--- config.mk ---
export PLATFORM = sky130hd
export DESIGN_NAME = fetch_unit
export DESIGN_NICKNAME = d
export VERILOG_FILES = /design/src/rtl/fetch_unit_pkg.sv /design/src/rtl/fetch_unit_next_pc_calc.sv /design/src/rtl/fetch_unit.sv
export SDC_FILE = /design/constraint.sdc
export NUM_CORES = 1
export LEC_CHECK = 0
export BUFFER_PORTS_ARGS = -buffer_cell sky130_fd_sc_hd__buf_2
export CAP_MARGIN = 15
export CORE_ASPECT_RATIO = 1.2
export CORE_UTILIZATION = 25
export DETAILED_ROUTE_END_ITERATION = 10
export PLACE_DENSITY = 0.44
export SLEW_MARGIN = 25
export SYNTH_ARGS = -nofsm -noshare
export SYNTH_HDL_FRONTEND = slang
export SYNTH_SLANG_ARGS = --single-unit
--- constraint.sdc ---
create_clock -name clk -period 5.3 [get_ports clk]
set_clock_uncertainty 0.1 [all_clocks]
set_input_delay 1.06 -clock clk [delete_from_list [all_inputs] [get_ports clk]]
set_output_delay 1.06 -clock clk [all_outputs]
set_load 0.02 [all_outputs]
--- src/rtl/fetch_unit_pkg.sv ---
// Shared definitions for the instruction-fetch stage: next-PC select codes,
// fetch FSM state encoding and reset defaults.
package fetch_unit_pkg;

    localparam logic [1:0] PC_SEL_SEQ    = 2'b00;
    localparam logic [1:0] PC_SEL_PCIMM  = 2'b01;
    localparam logic [1:0] PC_SEL_RS1IMM = 2'b10;

    localparam logic [31:0] DEFAULT_RESET_PC  = 32'h0000_0000;
    localparam logic [31:0] DEFAULT_NOP_INSTR = 32'h0000_0013;

    typedef enum logic [2:0] {
        StReset,
        StReq,
        StWait,
        StHold,
        StFault
    } fetch_state_e;

endpackage

--- src/rtl/fetch_unit_next_pc_calc.sv ---
// Combinational next-PC selection from decode controls, plus a flag for a
// target that is not word aligned.
module fetch_unit_next_pc_calc
    import fetch_unit_pkg::*;
(
    input  logic [31:0] pc,
    input  logic [1:0]  pc_sel,
    input  logic        branch_taken,
    input  logic [31:0] imm_32,
    input  logic [31:0] rs1_data,
    output logic [31:0] next_pc,
    output logic        misaligned
);

    logic [31:0] pc_plus_4;
    logic [31:0] pc_plus_imm;
    logic [31:0] rs1_plus_imm;

    always_comb begin
        pc_plus_4    = pc + 32'd4;
        pc_plus_imm  = pc + imm_32;
        rs1_plus_imm = rs1_data + imm_32;

        next_pc = pc_plus_4;
        unique case (pc_sel)
            PC_SEL_SEQ:    next_pc = branch_taken ? pc_plus_imm : pc_plus_4;
            PC_SEL_PCIMM:  next_pc = pc_plus_imm;
            // Indirect jump target drops bit 0; bit 1 still flags a misaligned target.
            PC_SEL_RS1IMM: next_pc = {rs1_plus_imm[31:1], 1'b0};
            default:       next_pc = pc_plus_4;
        endcase

        misaligned = (next_pc[1:0] != 2'b00);
    end

endmodule

--- src/rtl/fetch_unit.sv ---
// Instruction-fetch stage: owns the PC, issues one imem read at a time and
// holds the fetched word until retire, then steers to the next PC.
module fetch_unit
    import fetch_unit_pkg::*;
#(
    parameter logic [31:0] RESET_PC  = DEFAULT_RESET_PC,
    parameter logic [31:0] NOP_INSTR = DEFAULT_NOP_INSTR
) (
    input  logic        clk,
    input  logic        rst,
    output logic        imem_req_valid,
    input  logic        imem_req_ready,
    output logic [31:0] imem_addr,
    input  logic        imem_resp_valid,
    input  logic [31:0] imem_resp_data,
    output logic        instr_valid,
    output logic [31:0] instruction,
    output logic [31:0] pc,
    input  logic        retire,
    input  logic [1:0]  pc_sel,
    input  logic        branch_taken,
    input  logic [31:0] imm_32,
    input  logic [31:0] rs1_data,
    output logic        fetch_fault
);

    fetch_state_e state_q, state_d;
    logic [31:0]  pc_q, pc_d;
    logic [31:0]  instr_q, instr_d;
    logic         instr_valid_q, instr_valid_d;
    logic         fault_q, fault_d;

    logic [31:0]  next_pc;
    logic         next_pc_misaligned;

    fetch_unit_next_pc_calc u_next_pc_calc (
        .pc           (pc_q),
        .pc_sel       (pc_sel),
        .branch_taken (branch_taken),
        .imm_32       (imm_32),
        .rs1_data     (rs1_data),
        .next_pc      (next_pc),
        .misaligned   (next_pc_misaligned)
    );

    always_ff @(posedge clk or posedge rst) begin
        if (rst) begin
            state_q       <= StReset;
            pc_q          <= RESET_PC;
            instr_q       <= NOP_INSTR;
            instr_valid_q <= 1'b0;
            fault_q       <= 1'b0;
        end else begin
            state_q       <= state_d;
            pc_q          <= pc_d;
            instr_q       <= instr_d;
            instr_valid_q <= instr_valid_d;
            fault_q       <= fault_d;
        end
    end

    always_comb begin
        state_d       = state_q;
        pc_d          = pc_q;
        instr_d       = instr_q;
        instr_valid_d = instr_valid_q;
        fault_d       = fault_q;

        unique case (state_q)
            StReset: begin
                state_d = StReq;
            end
            StReq: begin
                if (imem_req_ready) begin
                    state_d = StWait;
                end
            end
            StWait: begin
                // Responses are only meaningful here; stray ones elsewhere are dropped.
                if (imem_resp_valid) begin
                    instr_d       = imem_resp_data;
                    instr_valid_d = 1'b1;
                    state_d       = StHold;
                end
            end
            StHold: begin
                if (retire) begin
                    pc_d          = next_pc;
                    instr_d       = NOP_INSTR;
                    instr_valid_d = 1'b0;
                    if (next_pc_misaligned) begin
                        fault_d = 1'b1;
                        state_d = StFault;
                    end else begin
                        state_d = StReq;
                    end
                end
            end
            StFault: begin
                state_d = StFault;
            end
            default: begin
                state_d = StReset;
            end
        endcase
    end

    assign imem_req_valid = (state_q == StReq);
    assign imem_addr      = pc_q;
    assign pc             = pc_q;
    assign instr_valid    = instr_valid_q;
    assign instruction    = instr_q;
    assign fetch_fault    = fault_q;

endmodule

==> metrics.md, run 1 <==
| Metric | Value |
|---|---|
| Via density | 4.98 |
| Yosys cell types | 78 |
| Clock transition at path regs | 0.07 ns |
| Final setup violation count | 0 |
| TritonRoute pass-1 iters | 5 |
| Run status | completed |
| WHS Path Cells | 1 |
| Hold endpoint | fetch_fault |
| Routed Antenna Nets | 0 |
| Cell Area, Placed | 8250 µm² |
| Mapped Nets | 1093 |
| Seq/Total Area, Yosys | 24.4% |
| Floorplan Core Area | 27900 µm² |
| Post_cts resized | 0 |
| Most common cell after layout, fill and taps aside | buf_2 |
| LEAKAGE | 3.92 nW |
| Die area | 29000 µm² |
| Least-Margin Pin Slew | 0.894 ns |
| Layout cell share with drive strength beyond 1 | 23.6% |
| GR Overflow Total | 0 |
| Hold/Removal Path Class | reg -> reg |
| Pin count of the biggest net entering global routing | 66 |
| Total Nets Final | 1239 |
| Final WL | 25600 µm |
| Reg2reg end | imem_addr[31] |
| CTS Buf Count | 9 |
| Fill cell count | 3050 |
| Inst Count DP | 1439 |
| Via count | 7241 |
| Synth Instances | 925 |
| Synth Register Bits | 69 |
| Final worst-path cycle share | 74.3% |
| Non-Filler Instances | 1455 |
| Post-Syn Area | 7090 µm² |
| Setup CP Type | in -> reg |
| Max cap viols | 0 |
| Layout area overhead | 20.4% |
| WP data arrival | 4.07 ns |
| Wire length per cell | 17.6 µm |
| Asr flop ratio synth | 100% |
| Max H-tree Level | 3 |
| Area of the multi-input gates | 4870 µm² |
| DIE HEIGHT | 186 µm |
| DR DRC count | 0 |
| Slew HR | 40.4% |
| Slew Limit Fails | 0 |
| Post-synth EDFFs | 0 |
| Synthesis Warnings | 0 |
| Cell Pwr Density | 493 nW/µm² |
| Hold path start | fetch_fault |
| Design Area, Final | 8530 µm² |
| Hold buffers post-CTS | 0 |
| Top FF cell, synth | dfrtp_1 |
| CTS tree | yes |
| Commonest cells after routing, fill and taps aside | buf_2 (202), nand2_1 (138), o21ai_0 (99) |
| # port buffers | 202 |
| Final Critical Period | 3.94 ns |
| Placer Congestion | 0.820 |
| First-pass GRT wire length | 39600 µm |
| Drt initial violations | 379 |
| Setup tns final | 0 ns |
| Initial Utilization | 25.4% |
| CP Capture Type | flip-flop |
| Maximum vdd drop | 0.000175 V |
| Reg2reg start | imem_addr[16] |
| Crit path launch type | input port |
| Worst EP required | 5.43 ns |
| Setup Buffers After CTS | 0 |
| CTS root buf | clkbuf_16 |
| Maximum clock frequency | 254 MHz |
| Vias in the first global route | 7083 |
| Fin. Hold Viols | 0 |
| FP Rows | 67 |
| Reg area | 1730 µm² |
| Synth Area per Inst | 7.67 µm² |
| Clock latency on the worst-skew pair | 0.35 ns |
| GR Util All Layers | 17.5% |
| Diodes inserted | 0 |
| Worst Path Max Fanout | 3 |
| Die span in x | 156 µm |
| RSZ-0062 raised after global routing | no |
| Antenna violations before repair | 1 |
| Worst R2R Setup Slack | 1.83 ns |
| Clk buf depth | 2 |
| R2R cell count | 11 |
| Detailed placer's ending HPWL | 19500 µm |
| Total clock sinks | 69 |
| Ports | 203 |
metrics by stage:
step / utilization (%) / hold slack (ns) / total power [mW] / setup slack [ns]
after global routing: 30.6 / 0.400 / 4.55 / 1.08
after CTS: 30.6 / 0.373 / 4.25 / 1.40
final: 30.6 / 0.373 / 4.21 / 1.36
after floorplan: - / 0.391 / 2.91 / 1.72
after detailed placement: 29.5 / 0.355 / 3.61 / 1.04
after global placement: 29.5 / 0.354 / 3.61 / 1.04
worst max path at each step:
stage,start,slack [ns],cells past startpoint,to
2_1_floorplan,imm_32[7],1.72,12,imem_addr[16]
3_3_place_gp,imm_32[3],1.04,12,imem_addr[30]
3_5_place_dp,imm_32[2],1.04,12,imem_addr[29]
4_1_cts,imm_32[2],1.40,12,imem_addr[29]
5_1_grt,imm_32[2],1.08,12,imem_addr[29]
6_report,imm_32[1],1.36,13,imem_addr[30]
report_power, final:
group | internal, mW | leakage [nW] | total [mW] | switching, mW
Sequential | 0.732 | 0.874 | 1.08 | 0.345
Clock | 0.329 | 0.139 | 0.619 | 0.291
Combinational | 0.963 | 2.90 | 2.51 | 1.55
logic make-up (layout without fill, tap and decap cells):
family	after synthesis	count (layout)	share of synthesized area, %
AND/OR/NAND/NOR	316	316	20.7
adder cells (fa/ha/maj)	64	64	11.5
AO/OA/AOI/OAI	308	308	27.9
XOR/XNOR	67	67	8.28
multiplexers	1	1	0.141
buffers and inverters	100	251	7.08
flip-flops	69	69	24.4
state kept, by name, summed over array words and instances (netlist names):
name / count
state_q: 3
instr_valid: 1
instruction: 32
fetch_fault: 1
imem_addr: 32
synth_stat cells (all sizes together) (3+ instances only):
cell | n | area share, %
nor3b | 4 | 0.42
clkbuf | 39 | 2.1
a21oi | 78 | 5.6
a211oi | 9 | 1.1
o211ai | 6 | 0.64
nand2 | 138 | 7.3
o21bai | 6 | 0.64
inv | 24 | 1.3
ha | 62 | 11
a221oi | 11 | 1.5
o22ai | 9 | 0.79
and4 | 4 | 0.53
nor4 | 8 | 0.71
o32ai | 3 | 0.37
nand4 | 19 | 1.7
nor3 | 14 | 1.1
a21boi | 3 | 0.32
o31ai | 4 | 0.49
o21ai | 101 | 7.1
dfstp | 3 | 1.1
a21o | 25 | 2.6
dfrtp | 66 | 23
nand3 | 28 | 2.0
a31oi | 10 | 0.88
nor2 | 64 | 3.4
or2 | 3 | 0.26
nand2b | 10 | 0.88
and2 | 5 | 0.46
a2111oi | 4 | 0.85
xor2 | 30 | 3.7
nor2b | 6 | 0.53
or3 | 4 | 0.42
o221ai | 5 | 0.62
and3 | 6 | 0.55
buf | 37 | 3.7
xnor2 | 37 | 4.6
o21a | 7 | 0.74
metal layers:
layer	routed length (µm)	up-vias	GRT usage, %	share of wire, %
li1	-	3620	-	-
met1	12000	3421	23.3	47
met2	11800	182	28.9	46
met3	1510	18	3.74	5.9
met4	262	0	4.03	1.0
met5	0	-	0	0
layout make-up:
type,count,share of cell area [%]
multi-input cells,756,57.1
flip-flops and latches,69,20.3
repair buffers,211,12.6
well taps,379,5.56
clock buffers,9,2.64
inverters,24,1.06
clock inverters,7,0.733
worst max-delay path, stage by stage:
cell and delay, ns:
buf_2 0.12, inv_1 0.12, fa_1 0.22, nand2b_1 0.14, a21oi_1 0.12, o41ai_1 0.67
o211ai_1 0.28, nor2_1 0.30, o311a_1 0.29, o21ai_0 0.18, a41o_1 0.27, o21ai_0 0.19
nand3_1 0.10
Power figures use the tool's default switching activity.
==> inputs of run 2 (changes only) <==
Settings changed: ABC_AREA set to 1, PLACE_DENSITY 0.44 to 0.43.
Clock period 5.3 ns to 3.8 ns, I/O delays scaled along.
==> metrics.md, run 2 <==
| Metric | Value |
|---|---|
| Layout cell share with drive strength beyond 1 | 15.2% (was 23.6%) |
| TritonRoute pass-1 iters | 5 (unchanged) |
| Clock latency on the worst-skew pair | 0.35 ns (about the same) |
| Least-Margin Pin Slew | 0.659 ns (was 0.894 ns) |
| Yosys cell types | 50 (was 78) |
| Synth Register Bits | 69 (unchanged) |
| Diodes inserted | 0 (unchanged) |
| CTS root buf | clkbuf_16 (unchanged) |
| Floorplan Core Area | 35800 µm² (was 27900 µm²) |
| RSZ-0062 raised after global routing | no (unchanged) |
| Area of the multi-input gates | 5740 µm² (was 4870 µm²) |
| Cell Area, Placed | 10400 µm² (was 8250 µm²) |
| Non-Filler Instances | 2238 (was 1455) |
| Worst Path Max Fanout | 4 (was 3) |
| Post-synth EDFFs | 0 (unchanged) |
| Commonest cells post-synth | nand2_1 (570), inv_1 (326), nor2_1 (122) (was nand2_1 (138), o21ai_0 (99), a21oi_1 (77)) |
| Max cap viols | 0 (unchanged) |
| Util after Layout | 29.8% (was 30.6%) |
| Count leader, synth | nand2_1 (unchanged) |
| Clk buf depth | 2 (unchanged) |
| Slew HR | 56.0% (was 40.4%) |
| CTS tree | yes (unchanged) |
| CTS Buf Count | 9 (unchanged) |
| Setup CP Type | in -> reg (unchanged) |
| # port buffers | 202 (unchanged) |
| FP Rows | 76 (was 67) |
| Final worst-path cycle share | 71.0% |
| Antenna violations before repair | 0 (was 1) |
| Layout area overhead | 17.7% (was 20.4%) |
| Seq/Total Area, Yosys | 19.0% (was 24.4%) |
| Commonest cells after routing, fill and taps aside | nand2_1 (570), inv_1 (325), buf_2 (202) (was buf_2 (202), nand2_1 (138), o21ai_0 (99)) |
| Post_cts resized | 0 (unchanged) |
| CP Capture Type | flip-flop (unchanged) |
| Placer Congestion | 0.939 (was 0.820) |
| Final Critical Period | 2.70 ns |
| Synthesis Warnings | 0 (unchanged) |
| Clock transition at path regs | 0.07 ns (about the same) |
| Top FF cell, synth | dfrtp_1 (unchanged) |
| WHS Path Cells | 2 (was 1) |
| Synth Instances | 1591 (was 925) |
| M1 WL | 16300 µm (was 12000 µm) |
| Metal3 WL | 1510 µm (about the same) |
| Ranking of synthesized cells by area | nand2_1 (24%), dfrtp_1 (18%), inv_1 (13%), ha_1 (8.5%), nand3_1 (6.4%) (was dfrtp_1 (23%), ha_1 (11%), nand2_1 (7.3%), o21ai_0 (7.0%), a21oi_1 (5.4%)) |
| Initial Utilization | 25.3% (was 25.4%) |
| LEAKAGE | 6.34 nW (was 3.92 nW) |
| Post-Syn Area | 9090 µm² (was 7090 µm²) |
| Reg area | 1730 µm² (unchanged) |
| Detailed placer's ending HPWL | 30900 µm (was 19500 µm) |
| Die span in x | 176 µm (was 156 µm) |
| Cell Pwr Density | 676 nW/µm² (was 493 nW/µm²) |
| Maximum vdd drop | 0.000330 V (was 0.000175 V) |
| Fin. Hold Viols | 0 (unchanged) |
| Max layer used | met4 (unchanged) |
| Hold buffers post-CTS | 0 (unchanged) |
| Asr flop ratio synth | 100% (unchanged) |
| Total clock sinks | 69 (unchanged) |
| GR Util All Layers | 20.0% (was 17.5%) |
| Mapped Nets | 1759 (was 1093) |
| Slew Limit Fails | 0 (unchanged) |
| Via density | 4.52 (was 4.98) |
| Design Area, Final | 10700 µm² (was 8530 µm²) |
| Inst Count DP | 2222 (was 1439) |
| Drt initial violations | 650 (was 379) |
| Worst Hold Slack | 0.373 ns (about the same) |
| Die area | 37100 µm² (was 29000 µm²) |
| DR DRC count | 0 (unchanged) |
| Maximum clock frequency | 371 MHz |
| Wire length per cell | 16.3 µm (was 17.6 µm) |
| DIE HEIGHT | 211 µm (was 186 µm) |
| Synth Area per Inst | 5.71 µm² (was 7.67 µm²) |
| Final WL | 36400 µm (was 25600 µm) |
| First-pass GRT wire length | 55900 µm (was 39600 µm) |
| Synth top area share | 23.5% (was 23.3%) |
| Worst EP required | 3.95 ns (was 5.43 ns) |
| Ports | 203 (unchanged) |
| Crit path launch type | input port (unchanged) |
| Worst R2R Setup Slack | 1.16 ns (was 1.83 ns) |
| Max H-tree Level | 3 (unchanged) |
| Hold/Removal Path Class | reg -> reg (unchanged) |
| Via count | 10122 (was 7241) |
| Most common cell after layout, fill and taps aside | nand2_1 (was buf_2) |
| Routed Antenna Nets | 0 (unchanged) |
| Cell taking the most area after synthesis | nand2_1 (was dfrtp_1) |
| Setup Buffers After CTS | 0 (unchanged) |
| GR Overflow Total | 0 (unchanged) |
| Fill cell count | 4114 (was 3050) |
| Pin count of the biggest net entering global routing | 70 (was 66) |
| Total Nets Final | 1933 (was 1239) |
| Routed wl met2 | 17300 µm (was 11800 µm) |
| Vias in the first global route | 9960 (was 7083) |
| Setup tns final | 0 ns (unchanged) |
| WP data arrival | 2.85 ns (was 4.07 ns) |
| Run status | completed (unchanged) |
| R2R cell count | 15 (was 11) |
| Final setup violation count | 0 (unchanged) |
-- run 2: cell types whose count changed in the layout (fill, tap and decap cells not counted), moves of 11 or more --
cell,before,now
a21o_1,25,3
a22o_1,1,29
inv_1,23,325
nand2_1,138,570
nand3_1,27,117
nand3b_1,0,14
nor2_1,64,122
nor2_2,0,11
o21ai_0,99,43
xnor2_1,37,8
xor2_1,30,7
-- run 2: cells by family (layout without fill, tap and decap cells) --
family,after synthesis,in the layout,synth area share (%)
and+or+nand+nor,886,886,41.0
buffers and inverters,381,560,17.8
DFF,69,69,19.0
AOI/OAI and AO/OA,176,176,11.7
xor gates and xnor gates,15,15,1.45
adders and majority gates,64,64,8.98
-- run 2: metrics by stage --
step / total power, mW / setup WS [ns]
2_1_floorplan: 4.95 / 1.21
3_3_place_gp: 6.41 / 0.700
3_5_place_dp: 6.40 / 0.720
4_1_cts: 7.28 / 1.09
5_1_grt: 7.91 / 0.908
6_report: 7.23 / 1.10
-- run 2: layer usage --
layer  global-route usage (%)  up-vias
met2                     34.3      275
met5                        0        -
met3                     1.93       48
met1                     25.5     4535
met4                     7.98        0
li1                         -     5264
-- run 2: cell type report --
type,count,area share (%)
clock buffer,9,2.11
sequential,69,16.2
timing repair buffer,215,10.4
tap,468,5.48
inverter,329,11.6
multi-input combinational,1141,53.7
clock inverter,7,0.573
-- run 2: critical path, cell delays in order --
cell and delay (ns):
buf_2 0.10, ha_1 0.22, inv_1 0.08, fa_1 0.40
inv_1 0.13, nand3_1 0.08, nand3_1 0.18, nand2_1 0.09
nand2_1 0.15, nand2_1 0.12, nand3_1 0.15, nand2_1 0.10
nand3_1 0.10, nand3_1 0.08, nand2_1 0.06, inv_1 0.04
-- run 2: path summary, 6_finish.rpt --
check / start / to
max: imm_32[0] / imem_addr[24]
min: fetch_fault / fetch_fault
max reg2reg: imem_addr[0] / imem_addr[24]
min reg2reg: fetch_fault / fetch_fault
max in group asynchronous: rst / imem_addr[31]
min in group asynchronous: rst / instruction[30]
-- run 2: where the power goes --
group,switching [mW],total [mW],leakage [nW],internal (mW)
Combinational,3.25,4.83,5.39,1.58
Clock,0.388,0.844,0.135,0.456
Sequential,0.494,1.55,0.811,1.05
